`src/rtl/dpram_loader_pkg.sv`:
```
// Shared types and helpers for the byte-stream dpram loader.
//   state_e  : loader FSM states
//   bytes_of : number of bytes packed into one RAM word of the given width
package dpram_loader_pkg;

  typedef enum logic [2:0] {
    ST_IDLE,
    ST_LOAD,
    ST_WRITE,
    ST_VERIFY,
    ST_FIN
  } state_e;

  function automatic int unsigned bytes_of(input int unsigned width);
    return width / 8;
  endfunction

endpackage

```
`src/rtl/dpram_loader_pack.sv`:
```
// Little-endian byte packer: collects stream bytes into a WIDTH-bit word.
// Byte k of a word lands in bits [8k+7:8k]; bytes not yet received read as 0.
//   clk_sys   in   system clock
//   reset_n   in   asynchronous active-low reset
//   clear_i   in   empty the word buffer and restart at byte 0
//   accept_i  in   byte_i transfers this cycle
//   byte_i    in   stream byte
//   word_o    out  packed word (zero-padded above the received bytes)
//   full_o    out  the next accepted byte completes the word
module dpram_loader_pack
  import dpram_loader_pkg::*;
#(
  parameter int unsigned WIDTH = 8
) (
  input  logic             clk_sys,
  input  logic             reset_n,
  input  logic             clear_i,
  input  logic             accept_i,
  input  logic [7:0]       byte_i,
  output logic [WIDTH-1:0] word_o,
  output logic             full_o
);

  localparam int unsigned BYTES = bytes_of(WIDTH);
  localparam int unsigned CW    = (BYTES > 1) ? $clog2(BYTES) : 1;

  logic [CW-1:0]    cnt_q, cnt_d;
  logic [WIDTH-1:0] word_q, word_d;

  assign full_o = (cnt_q == CW'(BYTES - 1));
  assign word_o = word_q;

  always_comb begin
    cnt_d  = cnt_q;
    word_d = word_q;
    if (clear_i) begin
      cnt_d  = '0;
      word_d = '0;
    end else if (accept_i) begin
      for (int k = 0; k < BYTES; k++) begin
        if (cnt_q == CW'(k)) word_d[8*k +: 8] = byte_i;
      end
      cnt_d = full_o ? '0 : cnt_q + 1'b1;
    end
  end

  always_ff @(posedge clk_sys or negedge reset_n) begin
    if (!reset_n) begin
      cnt_q  <= '0;
      word_q <= '0;
    end else begin
      cnt_q  <= cnt_d;
      word_q <= word_d;
    end
  end

endmodule

```
`src/rtl/dpram_loader.sv`:
```
// Byte-stream download engine for a dual-port RAM port: packs stream bytes
// into words, writes them from BASE_ADDR upward, then reads the region back
// and compares XOR checksums of written and returned data.
//   clk_sys, reset_n           clock, asynchronous active-low reset
//   start                      1-cycle pulse, begins a load when idle
//   dl_valid/dl_data/dl_last   byte stream in; dl_ready out
//   ram_address/ram_data/ram_we/ram_ce/ram_q   RAM port (loader is initiator)
//   busy, done, error          status; error sticky until next start
//   words_written              words written by the last load
//
// state  | meaning
// IDLE   | waiting for start
// LOAD   | accepting bytes into the pack buffer
// WRITE  | one-cycle RAM write of the packed word
// VERIFY | back-to-back read-back, XOR of returned data
// FIN    | one-cycle done pulse
module dpram_loader
  import dpram_loader_pkg::*;
#(
  parameter int unsigned WIDTH     = 8,
  parameter int unsigned WIDTHAD   = 10,
  parameter int unsigned BASE_ADDR = 0
) (
  input  logic               clk_sys,
  input  logic               reset_n,
  input  logic               start,
  input  logic               dl_valid,
  input  logic [7:0]         dl_data,
  input  logic               dl_last,
  output logic               dl_ready,
  output logic [WIDTHAD-1:0] ram_address,
  output logic [WIDTH-1:0]   ram_data,
  output logic               ram_we,
  output logic               ram_ce,
  input  logic [WIDTH-1:0]   ram_q,
  output logic               busy,
  output logic               done,
  output logic               error,
  output logic [WIDTHAD:0]   words_written
);

  localparam logic [WIDTHAD-1:0] BASE     = WIDTHAD'(BASE_ADDR);
  localparam logic [WIDTHAD-1:0] TOP_ADDR = '1;

  state_e             state_q, state_d;
  logic [WIDTHAD:0]   ww_q, ww_d, rd_cnt_q, rd_cnt_d;
  logic [WIDTH-1:0]   wxor_q, wxor_d, rxor_q, rxor_d;
  logic               err_q, err_d, last_q, last_d, rd_vld_q, rd_vld_d;
  logic               accept, pack_clear, word_full;
  logic [WIDTH-1:0]   word, rxor_final;
  logic [WIDTHAD-1:0] wr_addr, rd_addr;

  dpram_loader_pack #(.WIDTH(WIDTH)) u_pack (
    .clk_sys  (clk_sys),
    .reset_n  (reset_n),
    .clear_i  (pack_clear),
    .accept_i (accept),
    .byte_i   (dl_data),
    .word_o   (word),
    .full_o   (word_full)
  );

  assign wr_addr = BASE + ww_q[WIDTHAD-1:0];
  assign rd_addr = BASE + rd_cnt_q[WIDTHAD-1:0];
  // Read-back checksum including the return arriving this cycle.
  assign rxor_final = rd_vld_q ? (rxor_q ^ ram_q) : rxor_q;

  assign error         = err_q;
  assign words_written = ww_q;

  always_comb begin
    state_d     = state_q;
    ww_d        = ww_q;
    rd_cnt_d    = rd_cnt_q;
    wxor_d      = wxor_q;
    rxor_d      = rxor_q;
    err_d       = err_q;
    last_d      = last_q;
    rd_vld_d    = 1'b0;
    dl_ready    = 1'b0;
    ram_we      = 1'b0;
    ram_ce      = 1'b0;
    ram_address = BASE;
    ram_data    = '0;
    busy        = 1'b1;
    done        = 1'b0;
    accept      = 1'b0;
    pack_clear  = 1'b0;
    case (state_q)
      ST_IDLE: begin
        busy = 1'b0;
        if (start) begin
          state_d    = ST_LOAD;
          ww_d       = '0;
          rd_cnt_d   = '0;
          wxor_d     = '0;
          rxor_d     = '0;
          err_d      = 1'b0;
          last_d     = 1'b0;
          pack_clear = 1'b1;
        end
      end
      ST_LOAD: begin
        dl_ready = 1'b1;
        if (dl_valid) begin
          accept = 1'b1;
          // A last byte that also fills the word still gives one write.
          if (word_full || dl_last) begin
            state_d = ST_WRITE;
            last_d  = dl_last;
          end
        end
      end
      ST_WRITE: begin
        ram_we      = 1'b1;
        ram_ce      = 1'b1;
        ram_address = wr_addr;
        ram_data    = word;
        wxor_d      = wxor_q ^ word;
        ww_d        = ww_q + 1'b1;
        pack_clear  = 1'b1;
        if (last_q) begin
          state_d = ST_VERIFY;
        end else if (wr_addr == TOP_ADDR) begin
          // No wrap to address 0: stop and flag the overflow.
          err_d   = 1'b1;
          state_d = ST_FIN;
        end else begin
          state_d = ST_LOAD;
        end
      end
      ST_VERIFY: begin
        ram_address = rd_addr;
        if (rd_vld_q) rxor_d = rxor_final;
        if (rd_cnt_q != ww_q) begin
          ram_ce   = 1'b1;
          rd_vld_d = 1'b1;
          rd_cnt_d = rd_cnt_q + 1'b1;
        end else begin
          // All reads issued; this cycle collects the final return.
          state_d = ST_FIN;
          if (rxor_final != wxor_q) err_d = 1'b1;
        end
      end
      ST_FIN: begin
        done    = 1'b1;
        state_d = ST_IDLE;
      end
      default: state_d = ST_IDLE;
    endcase
  end

  always_ff @(posedge clk_sys or negedge reset_n) begin
    if (!reset_n) begin
      state_q  <= ST_IDLE;
      ww_q     <= '0;
      rd_cnt_q <= '0;
      wxor_q   <= '0;
      rxor_q   <= '0;
      err_q    <= 1'b0;
      last_q   <= 1'b0;
      rd_vld_q <= 1'b0;
    end else begin
      state_q  <= state_d;
      ww_q     <= ww_d;
      rd_cnt_q <= rd_cnt_d;
      wxor_q   <= wxor_d;
      rxor_q   <= rxor_d;
      err_q    <= err_d;
      last_q   <= last_d;
      rd_vld_q <= rd_vld_d;
    end
  end

endmodule

```
`config.mk`:
```
export PLATFORM = sky130hd
export DESIGN_NAME = dpram_loader
export DESIGN_NICKNAME = d
export VERILOG_FILES = /design/src/rtl/dpram_loader_pkg.sv /design/src/rtl/dpram_loader_pack.sv /design/src/rtl/dpram_loader.sv
export SDC_FILE = /design/constraint.sdc
export NUM_CORES = 1
export LEC_CHECK = 0
export CAP_MARGIN = 20
export CORE_MARGIN = 1
export CORE_UTILIZATION = 53
export DETAILED_ROUTE_END_ITERATION = 12
export PLACE_DENSITY = 0.79
export SETUP_SLACK_MARGIN = 0.4
export SKIP_LAST_GASP = 1
export SLEW_MARGIN = 20
export SYNTH_ARGS = -nofsm -noshare
export SYNTH_HDL_FRONTEND = slang
export SYNTH_SLANG_ARGS = --single-unit
```
`constraint.sdc`:
```
create_clock -name clk_sys -period 2.3 [get_ports clk_sys]
set_input_delay 0.46 -clock clk_sys [delete_from_list [all_inputs] [get_ports clk_sys]]
set_output_delay 0.46 -clock clk_sys [all_outputs]
set_load 0.05 [all_outputs]
```
== Word-level counts from Yosys, hierarchy flattened ==
Cells that the tools add are included.
Cells by class
  bitwise gates (word level): 3
  equal/unequal tests: 17
  muxes and demuxes: 44
  reductions and logical operators: 14
  add/sub/neg operators: 3
Operators by type and width (count)
  $mux W8: 7
  $pmux W11 S2: 2
  $pmux W8 S2: 2
  $add A11 B1 Y11 const B: 2
  $mux W11: 2
  $ne A2 B2 Y1 const B: 10
  $pmux W10 S2: 1
  $mux W1: 19
  $mux W3: 6
  $xor A8 B8 Y8: 2
  $pmux W3 S4: 1
  $ne A11 B11 Y1: 1
  $eq A10 B10 Y1 const B: 1
  $ne A8 B8 Y1: 1
  $reduce_and A4 Y1: 2
  $reduce_bool A2 Y1: 4
  $eq A3 B2 Y1 const B: 2
  $pmux W1 S2: 3
  $reduce_and A3 Y1: 2
  $reduce_and A6 Y1: 1
  $reduce_and A2 Y1: 2
  $eq A3 B1 Y1 const B: 1
  $eq A3 B3 Y1 const B: 1
  $logic_not A3 Y1: 1
  other kinds (5): 5
Word-level totals
  register bits: 53
  output and inout port bits: 35
  logic and storage cells: 91
  input port bits: 21

== Longest topological paths before layout ==
Gate-level depths: netlist of the first run.
  depth in word-level cells: 6
  gate-level depth with buffers: 9
  mapped depth without buffers: 6

== Hierarchy ==
A second synthesis of the first run with hierarchy kept.
Unflattened totals
  cell total of the unflattened synthesis: 329
  area total of the unflattened synthesis: 2977.9 um^2
Modules (own cells, without submodules)
  dpram_loader: cells each 301, instances 1, area each 2641.3 um^2
  dpram_loader_pack: cells each 28, instances 1, area each 336.6 um^2

== Least setup slack after synthesis of the first run ==
No wires, ideal clock.
  path type: register -> output
  from: register ww_q[5], in the netlist words_written[5]
  to: output ram_ce
  slack: -0.387 ns
  stages on the path, launching flop included: 8
  arrival time: 2.227 ns
  path buffers: 3
  cell sequence: dfrtp_1 > buf_2 > xnor2_1 > nand4_1 > nor3_2 > buf_2 > buf_4 > a21oi_1
On the way
  word-level cells in the longest chain between the ends: 3
RTL lines
  from (decl): RTL line dpram_loader.sv:46  | logic [WIDTHAD:0] ww_q, ww_d, rd_cnt_q, rd_cnt_d;
  from (signal assigned): RTL line dpram_loader.sv:165  | ww_q <= ww_d;
  $ne A11 B11 Y1: RTL line dpram_loader.sv:135  | if (rd_cnt_q != ww_q) begin
  $mux W1: RTL line dpram_loader.sv:135
  $pmux W1 S2: RTL line dpram_loader.sv:89  | case (state_q)
  to (decl): RTL line dpram_loader.sv:34  | output logic ram_ce,
Every way passes these cells.

== Final worst setup path of the first run ==
  from: register ww_q[8], in the netlist words_written[8]
  to: output ram_ce
The elaborated chain is that of the path after synthesis.

==> reports/qor.txt, run 1 <==
Total Routed Length = 12.81 mm
Synth top area share = 42.83%
floorplan core area = 5507 µm²
dominant combinational cell family by area after synthesis = simple AND/OR/NAND/NOR gates
final setup TNS = 0 ns
vias in the first global route = 3189
required time of the critical path = 1.84 ns
Max Fanout on Critical Path = 5
number of maximum-capacitance violations = 0
deepest clock path buffer count = 2
largest area contributor in the synthesized netlist = dfrtp_1
path class of the lowest-slack min-delay path = in -> async
number of max-slew violations in the final report = 0
critical path capture point type = output port
die height = 77.71 µm
type of element launching the critical path = register
Syn Nets = 376
htree depth = 2
Max-slew headroom = 61.42%
Setup-failing EPs final = 0
global route total overflow = 0
number of cell rows = 27
Tightest Pin Transition = 0.5737 ns
leakage power total = 0.002075 µW
EDFF count, synth = 0
Overall Global Routing Usage = 34.83%
post-synthesis sequential area ratio = 42.83%
Final Instance Count excl. Fillers = 536
fmax = 0.4417 GHz
insertion delay of the later-clocked pin in the worst-skew pair = 0.33 ns
Antenna Diode Count = 0
slack of the worst reg-to-reg path = 0.21 ns
Clock Tree Root = clkbuf_8
final core area utilization = 87.84%
register bit total from synthesis = 52
largest vdd supply drop = 1.094 mV
Area Overhead vs Synth = 59.23%
cell types with the highest counts after synthesis = nand2_1 (55), dfrtp_1 (52), o21ai_0 (33)
CTS tree = yes
Area contributors post-synth = dfrtp_1 (43%), nand2_1 (6.8%), mux2i_1 (5.6%)
post-cts hold buffer count = 0
Mapped Area = 3038 µm²
Horiz. Die Dim = 77.71 µm
Total Nets Final = 486
dominant cell by count in the synthesized netlist = nand2_1
area occupied by multi-input gates = 1909 µm²
number of detailed-route iterations in the first pass = 5
largest net degree at the start of global routing = 53
Residual DRC = 0
synthesized-area fraction occupied by xor and xnor cells = 7.208%
number of sinks driven by the clock tree = 52
overall die area = 6039 µm²
Worst Setup Path Type = reg -> out
number of standard cells after synthesis = 353
number of different library cells in the post-synthesis netlist = 42
CP arrival = 1.80 ns
Starting Density = 55.17%
fraction of layout instances using a drive strength above 1 = 37.93%
total number of vias = 3637
Hold Fails Final Rpt = 0
synthesized area divided by synthesized cell count = 8.606 µm²
dominant synthesized flop cell = dfrtp_1
placer's final routability congestion estimate = 0.8552
Final Cycle Share = 98.42%
hpwl dp = 5.650 mm
count of warnings emitted by yosys = 0
number of routed nets with antenna violations = 0
multiplexer area fraction after synthesis = 5.601%
area share of fa/ha/maj cells after synthesis = 0.8237%
cts bufs inserted = 5
number of placed instances, taps included = 473
min Tclk post-route = 2.264 ns
Simple-Gate Fraction of Synth Area = 24.34%
first-pass GRT wire length = 16.12 mm
number of fill cells = 228
pwr dens = 1245 nW/µm²
number of antenna violations at the first check in global routing = 0
final routed wire length divided by cell count = 23.90 µm
result of the run = finished, final reports clean
Worst Skew = 0.01501 ns
setup repair after global routing missed its margin = yes
clock slew at reported path FFs = 0.11 ns
I/O Pins = 56
number of DRC markers after the initial detailed-route iteration = 473
area taken by flip-flops and latches = 1325 µm²
detail-routed via count per cell = 6.785
I/O Buffers = 55
Synth async-reset ratio = 100.0%
area fraction in compound gates after synthesis = 14.13%
repair_timing:
action	in CTS	in global routing
pin swaps	9	20
gates cloned	1	3
gates resized for setup	71	40
endpoints found under the setup margin	40	41
setup buffers	32	19
through the flow:
| stage | cell area (µm²) | hold slack [ns] | setup WS [ns] | total power (µW) |
|---|---|---|---|---|
| 4_1_cts | 4456 | 0.1258 | 0.1878 | 5123 |
| 5_1_grt | 4837 | 0.1444 | -0.002376 | 6205 |
| 3_5_place_dp | 3887 | 0.4735 | 0.3031 | 4081 |
| 6_report | 4837 | 0.09172 | 0.03627 | 6021 |
| 2_1_floorplan | 3164 | 0.1644 | 0.1131 | 3360 |
| 3_3_place_gp | 3887 | 0.4743 | 0.3104 | 3975 |
report_power, final:
group          internal, µW  switching (µW)  leakage (µW)
registers              1210             441      0.000677
clock network           223             357     0.0000487
logic                  1550            2240       0.00135
total                  2980            3040       0.00207
final cells by class:
class / count / area share, %
repair buffers: 120 / 26.69
well taps: 72 / 1.862
flip-flops and latches: 52 / 27.39
repair inverters: 1 / 0.1552
inverters: 16 / 2.457
multi-input cells: 267 / 39.47
clock buffers: 5 / 1.423
clock inverters: 3 / 0.5432
worst paths after layout:
path	to	startpoint	depth (start not counted)
max	ram_ce	words_written[8]$_DFFE_PN0P_	5
min	state_q[0]$_DFFE_PN0P_	reset_n	2
min in group clk_sys	rxor_q[3]$_DFFE_PN0P_	rxor_q[3]$_DFFE_PN0P_	1
max in group asynchronous	rd_cnt_q[1]$_DFFE_PN0P_	reset_n	2
min reg2reg	rxor_q[3]$_DFFE_PN0P_	rxor_q[3]$_DFFE_PN0P_	1
max reg2reg	state_q[0]$_DFFE_PN0P_	words_written[0]$_DFFE_PN0P_	6
routing by layer:
layer	track usage (%)	wire length, µm
met1	45.70	4549
met2	56.02	5977
met3	5.882	1471
met4	16.60	813
met5	0	0
layout by cell type, fill, tap and decap left out, types with 14 or more instances in the layout:
cell,synthesis,layout
dfrtp_1,52,33
dfrtp_2,0,19
buf_12,0,16
clkdlybuf4s50_1,0,19
nand2_1,55,47
nor2_1,25,15
o21ai_0,33,33
nand3_1,22,22
a21oi_1,17,14
buf_4,3,50
state kept, by name, indices dropped and copies added, names as in the netlist:
register and flops:
error 1, last_q 1, rd_cnt_q 11, rd_vld_q 1, rxor_q 8, state_q 3, u_pack.word_o 8, words_written 11
wxor_q 8
cells by family (layout without fill, tap and decap cells):
| family | count (synthesis) | count (layout) |
|---|---|---|
| muxes | 17 | 17 |
| AOI/OAI and AO/OA | 74 | 74 |
| and+or+nand+nor | 149 | 149 |
| xor gates and xnor gates | 25 | 25 |
| DFF | 52 | 52 |
| buffers and inverters | 34 | 145 |
| adders and majority gates | 2 | 2 |
worst max-delay path, cell delays in order, from the launching register on:
cell     delay, ns
dfrtp_2       0.48
xnor2_2       0.21
nand4_1       0.23
nor3_4        0.30
a21oi_4       0.09
buf_6         0.16
Power figures use the tool's default switching activity.
==> run 2: changes to the inputs <==
--- a/config.mk
+++ b/config.mk
@@ -9,10 +9,10 @@
 export CORE_MARGIN = 1
 export CORE_UTILIZATION = 53
 export DETAILED_ROUTE_END_ITERATION = 12
+export GPL_ROUTABILITY_DRIVEN = 0
 export PLACE_DENSITY = 0.79
-export SETUP_SLACK_MARGIN = 0.4
+export SETUP_SLACK_MARGIN = 0.02
 export SKIP_LAST_GASP = 1
-export SLEW_MARGIN = 20
 export SYNTH_ARGS = -nofsm -noshare
 export SYNTH_HDL_FRONTEND = slang
 export SYNTH_SLANG_ARGS = --single-unit
==> run 2 against run 1 <==
Compared with the run above: critical path type unchanged; critical path depth did not move; utilization fell by 15 points; count of clock-buffer cells in the layout did not move.
==> reports/qor.txt, run 2 (synthesis results as in run 1) <==
result of the run = finished, final reports clean
number of placed instances, taps included = 472
global route total overflow = 0
number of sinks driven by the clock tree = 52
Worst Skew = 0.01166 ns
Hold Fails Final Rpt = 0
crit path max-delay cell type = dfrtp_1
Residual DRC = 0
fraction of layout instances using a drive strength above 1 = 13.48%
Total Routed Length = 7.891 mm
deepest clock path buffer count = 2
htree depth = 2
total number of vias = 2888
Area Overhead vs Synth = 32.37%
Worst Setup Path Type = reg -> out
setup repair after global routing missed its margin = yes
first-pass GRT wire length = 13.05 mm
Max-slew headroom = 61.96%
leakage power total = 0.001753 µW
reg-to-reg startpoint = words_written[5]$_DFFE_PN0P_
Setup-failing EPs final = 0
post-layout total power = 4731 µW
I/O Buffers = 55
final core area utilization = 73.03%
final setup TNS = 0 ns
Horiz. Die Dim = 77.71 µm
critical path capture point type = output port
highest routing layer actually used = met4
min Tclk post-route = 2.245 ns
family of cells with the greatest summed delay on the critical path = flip-flops
clock slew at reported path FFs = 0.10 ns
total stage count of the critical path = 5
leading cell types in the layout, fill and taps excluded = nand2_1 (55), dfrtp_1 (49), o21ai_0 (33), clkdlybuf4s50_1 (31), nor2_1 (25)
hpwl dp = 5.767 mm
required time of the critical path = 1.84 ns
series of cell instances along the critical path = xnor2_1 > nand4_1 > nor3_2 > a21oi_2 > buf_4
most frequent standard cell in the layout excluding fill and tap cells = nand2_1
wire length on met1 = 3.560 mm
pwr dens = 1176 nW/µm²
floorplan core area = 5507 µm²
fmax = 0.4453 GHz
largest net degree at the start of global routing = 26
launching element of the worst setup path = words_written[2]$_DFFE_PN0P_
Max Fanout on Critical Path = 8
number of detailed-route iterations in the first pass = 5
cts bufs inserted = 5
number of antenna violations at the first check in global routing = 0
number of maximum-capacitance violations = 0
number of DRC markers after the initial detailed-route iteration = 209
type of element launching the critical path = register
vias in the first global route = 2661
Starting Density = 55.17%
final routed wire length divided by cell count = 16.44 µm
Final Cycle Share = 97.63%
Met2 Routed Length = 3.881 mm
Overall Global Routing Usage = 27.64%
number of post-CTS setup repair buffers = 0
overall die area = 6039 µm²
largest vdd supply drop = 0.7648 mV
number of cell instances on the worst register-to-register path = 6
Antenna Diode Count = 0
number of max-slew violations in the final report = 0
post-cts hold buffer count = 0
cells resized by post-CTS repair = 2
worst setup timing slack at the placement stage = 0.2922 ns
Final Instance Count excl. Fillers = 480
Clock Tree Root = clkbuf_8
worst path bufs/invs = 1
met3 wire length = 362 µm
I/O Pins = 56
path class of the lowest-slack min-delay path = in -> async
detail-routed via count per cell = 6.017
die height = 77.71 µm
number of routed nets with antenna violations = 0
insertion delay of the later-clocked pin in the worst-skew pair = 0.31 ns
minimum setup slack in the final design = 0.05456 ns
CP arrival = 1.79 ns
Total Nets Final = 430
CTS tree = yes
Tightest Pin Transition = 0.5705 ns
Worst path max stage delay = 0.49 ns
number of cell rows = 27
-- run 2: cell count changes in the layout (fill, tap and decap cells not counted), sizes merged --
cell	previous run	this run
buf	87	34
bufinv	0	1
clkbuf	7	5
clkdlybuf4s50	19	31
clkinv	3	2
clkinvlp	9	1
dlygate4sd2	12	0
inv	8	15
-- run 2: through the flow --
| stage | area [µm²] | hold WS [ns] |
|---|---|---|
| 2_1_floorplan | 3052 | 0.1644 |
| 3_3_place_gp | 3886 | 0.4885 |
| 3_5_place_dp | 3886 | 0.4848 |
| 4_1_cts | 4001 | 0.1485 |
| 5_1_grt | 4021 | 0.1722 |
| 6_report | 4021 | 0.1319 |
-- run 2: worst paths after layout --
| path | end | slack [ns] |
|---|---|---|
| worst max-delay path | ram_ce | 0.05 |
| min in group clk_sys | rxor_q[3]$_DFFE_PN0P_ | 0.51 |
| max in group asynchronous | words_written[6]$_DFFE_PN0P_ | 1.52 |
| worst max register to register | rd_cnt_q[7]$_DFFE_PN0P_ | 0.41 |
| worst min register to register | rxor_q[3]$_DFFE_PN0P_ | 0.51 |
| worst min-delay path | wxor_q[7]$_DFFE_PN0P_ | 0.13 |
-- run 2: layer usage --
layer | track usage [%] | up-vias
met5 | 0 | -
met1 | 38.80 | 1437
met4 | 8.113 | 0
li1 | - | 1349
met2 | 45.04 | 95
met3 | 2.941 | 7
-- run 2: layout make-up --
cell class	count	area, µm²
clock inverter	3	42.54
sequential	52	1305
tap	72	90.09
clock buffer	5	68.82
timing repair buffer	65	838.3
fill	412	1485
inverter	16	65.06
multi-input combinational	267	1612
-- run 2: where the power goes --
| group | switching [µW] | leakage, µW | internal (µW) |
|---|---|---|---|
| sequential | 361 | 0.000701 | 1200 |
| clock | 324 | 0.0000541 | 323 |
| combinational | 1520 | 0.000998 | 1010 |
==> run 3: changes to the inputs <==
--- a/config.mk
+++ b/config.mk
@@ -5,12 +5,14 @@
 export SDC_FILE = /design/constraint.sdc
 export NUM_CORES = 1
 export LEC_CHECK = 0
+export ABC_AREA = 0
 export CAP_MARGIN = 20
 export CORE_MARGIN = 1
 export CORE_UTILIZATION = 53
 export DETAILED_ROUTE_END_ITERATION = 12
 export GPL_ROUTABILITY_DRIVEN = 0
 export PLACE_DENSITY = 0.79
+export REMOVE_ABC_BUFFERS = 1
 export SETUP_SLACK_MARGIN = 0.02
 export SKIP_LAST_GASP = 1
 export SYNTH_ARGS = -nofsm -noshare
==> run 3 against run 2 <==
Compared with the run above: critical endpoint unchanged; utilization up 0.16 points; non-clock buffer count up 2; routed wire length down 2.5%; setup slack better by 0.023 ns; combinational power about the same; sequential share of layout area down 0.071 points; register-to-register slack better by 0.02 ns; final area up 0.22%; via count down 1.6%; sequential cell count unchanged; total power down 0.23%.
==> reports/qor.txt, run 3 (synthesis results as in run 1) <==
slack of the worst reg-to-reg path = 0.43 ns
worst-case hold slack = 0.08467 ns
global route total overflow = 0
I/O Pins = 56
Overall Global Routing Usage = 26.43%
largest vdd supply drop = 0.9711 mV
pwr dens = 1171 nW/µm²
result of the run = finished, final reports clean
net switching power = 2182 µW
Max-slew headroom = 66.08%
Hold Fails Final Rpt = 0
met1 usage = 35.97%
grt met2 use = 43.98%
most frequent standard cell in the layout excluding fill and tap cells = nand2_1
Starting Density = 55.17%
instance area after placement = 3887 µm²
Total Routed Length = 7.690 mm
Worst Setup Path Type = reg -> out
leakage power total = 0.001761 µW
floorplan core area = 5507 µm²
Setup-failing EPs final = 0
largest net degree at the start of global routing = 22
detail-routed via count per cell = 5.898
htree depth = 2
number of fill cells = 426
number of max-slew violations in the final report = 0
number of post-CTS setup repair buffers = 0
fraction of layout instances using a drive strength above 1 = 13.41%
Total Nets Final = 432
min Tclk post-route = 2.222 ns
final core area utilization = 73.19%
internal power of the cells = 2539 µW
number of sinks driven by the clock tree = 52
path class of the lowest-slack min-delay path = in -> async
hpwl dp = 5.547 mm
Switching Share = 46.22%
Area Overhead vs Synth = 32.66%
first-pass GRT wire length = 12.54 mm
number of antenna violations at the first check in global routing = 0
number of detailed-route iterations in the first pass = 5
register share of total power = 33.1%
required time of the critical path = 1.84 ns
overall die area = 6039 µm²
number of cell rows = 27
number of cell instances on the worst register-to-register path = 6
vias in the first global route = 2672
Final Cycle Share = 96.63%
cts bufs inserted = 5
Design Area, Final = 4030 µm²
number of DRC markers after the initial detailed-route iteration = 171
met3 usage in global routing = 4.235%
Antenna Diode Count = 0
worst setup timing slack at the placement stage = 0.2526 ns
number of maximum-capacitance violations = 0
die height = 77.71 µm
Worst Skew = 0.004141 ns
minimum setup slack in the final design = 0.07750 ns
insertion delay of the later-clocked pin in the worst-skew pair = 0.31 ns
total number of vias = 2843
I/O Buffers = 55
Clock Tree Root = clkbuf_8
number of routed nets with antenna violations = 0
endpoint of the worst register-to-register path = rd_cnt_q[7]$_DFFE_PN0P_
Horiz. Die Dim = 77.71 µm
busiest layer in global routing = met2
launching element of the worst setup path = words_written[9]$_DFFE_PN0P_
reg-to-reg startpoint = words_written[5]$_DFFE_PN0P_
deepest clock path buffer count = 2
Residual DRC = 0
fmax = 0.4499 GHz
final routed wire length divided by cell count = 15.95 µm
CP arrival = 1.76 ns
Max Fanout on Critical Path = 7
clock slew at reported path FFs = 0.10 ns
leading cell types in the layout, fill and taps excluded = nand2_1 (55), dfrtp_1 (49), o21ai_0 (33), clkdlybuf4s50_1 (31), nor2_1 (25)
Tightest Pin Transition = 0.5049 ns
Clock Power Share = 13.5%
critical path capture point type = output port
proportion of power drawn by combinational gates = 53.4%
type of element launching the critical path = register
CTS tree = yes
run 3: changes by cell type in the layout (fill, tap and decap cells not counted):
cell     previous run  this run
nor3b_2             1         0
buf_4              11        13
nor3_1              3         4
xnor2_2             2         3
a21oi_1            16        17
nor3b_1             0         1
xnor2_1            16        15
nor3_2              2         1
a21oi_2             1         0
run 3: how the worst max path moves through the flow:
stage,endpoint,cells after the start
global placement,error$_DFFE_PN0P_,6
floorplan,u_pack.word_o[0]$_DFFE_PN0P_,5
finish,ram_ce,5
global route,ram_ce,5
CTS,ram_data[5],6
detailed placement,error$_DFFE_PN0P_,6
run 3: routing by layer:
layer,wire length (µm),share of wire [%]
met3,395,5.1
met4,73,0.95
met1,3476,45
met5,0,0
met2,3744,49
run 3: area by class of cell:
type	count	area [µm²]	share of cell area, %
Multi-Input combinational cell	267	1605	39.83
Sequential cell	52	1305	32.38
Timing Repair Buffer	67	853.3	21.17
Tap cell	72	90.09	2.235
Clock buffer	5	68.82	1.708
Inverter	16	65.06	1.614
Clock inverter	3	42.54	1.056
run 3: what timing repair did:
| action | 4_1_cts | 5_1_grt |
|---|---|---|
| gates resized for setup | 1 | 7 |
| hold buffers | 0 | 0 |
| cloned | 0 | 0 |
| pin swaps | 0 | 0 |
| setup endpoints to repair | 1 | 9 |
run 3: power by group through the flow:
stage | combinational (µW) | sequential [µW] | clock (µW)
3_3_place_gp | 2410 | 1540 | 0
5_1_grt | 2740 | 1600 | 681
6_report | 2520 | 1560 | 638
3_5_place_dp | 2480 | 1560 | 0
2_1_floorplan | 1470 | 1600 | 0
4_1_cts | 2500 | 1540 | 642
run 3: through the flow:
| step | TNS (ns) | cells | power [µW] |
|---|---|---|---|
| CTS | 0 | 482 | 4684 |
| global route | -0.01961 | 482 | 5020 |
| detailed placement | 0 | 474 | 4038 |
| global placement | 0 | 474 | 3947 |
| finish | 0 | 482 | 4720 |
| floorplan | -5.056 | 335 | 3076 |
run 3: critical path: stages (launching register included):
cell	delay (ns)
dfrtp_1	0.48
xnor2_1	0.28
nand4_1	0.19
nor3_2	0.22
a21oi_1	0.09
buf_4	0.19
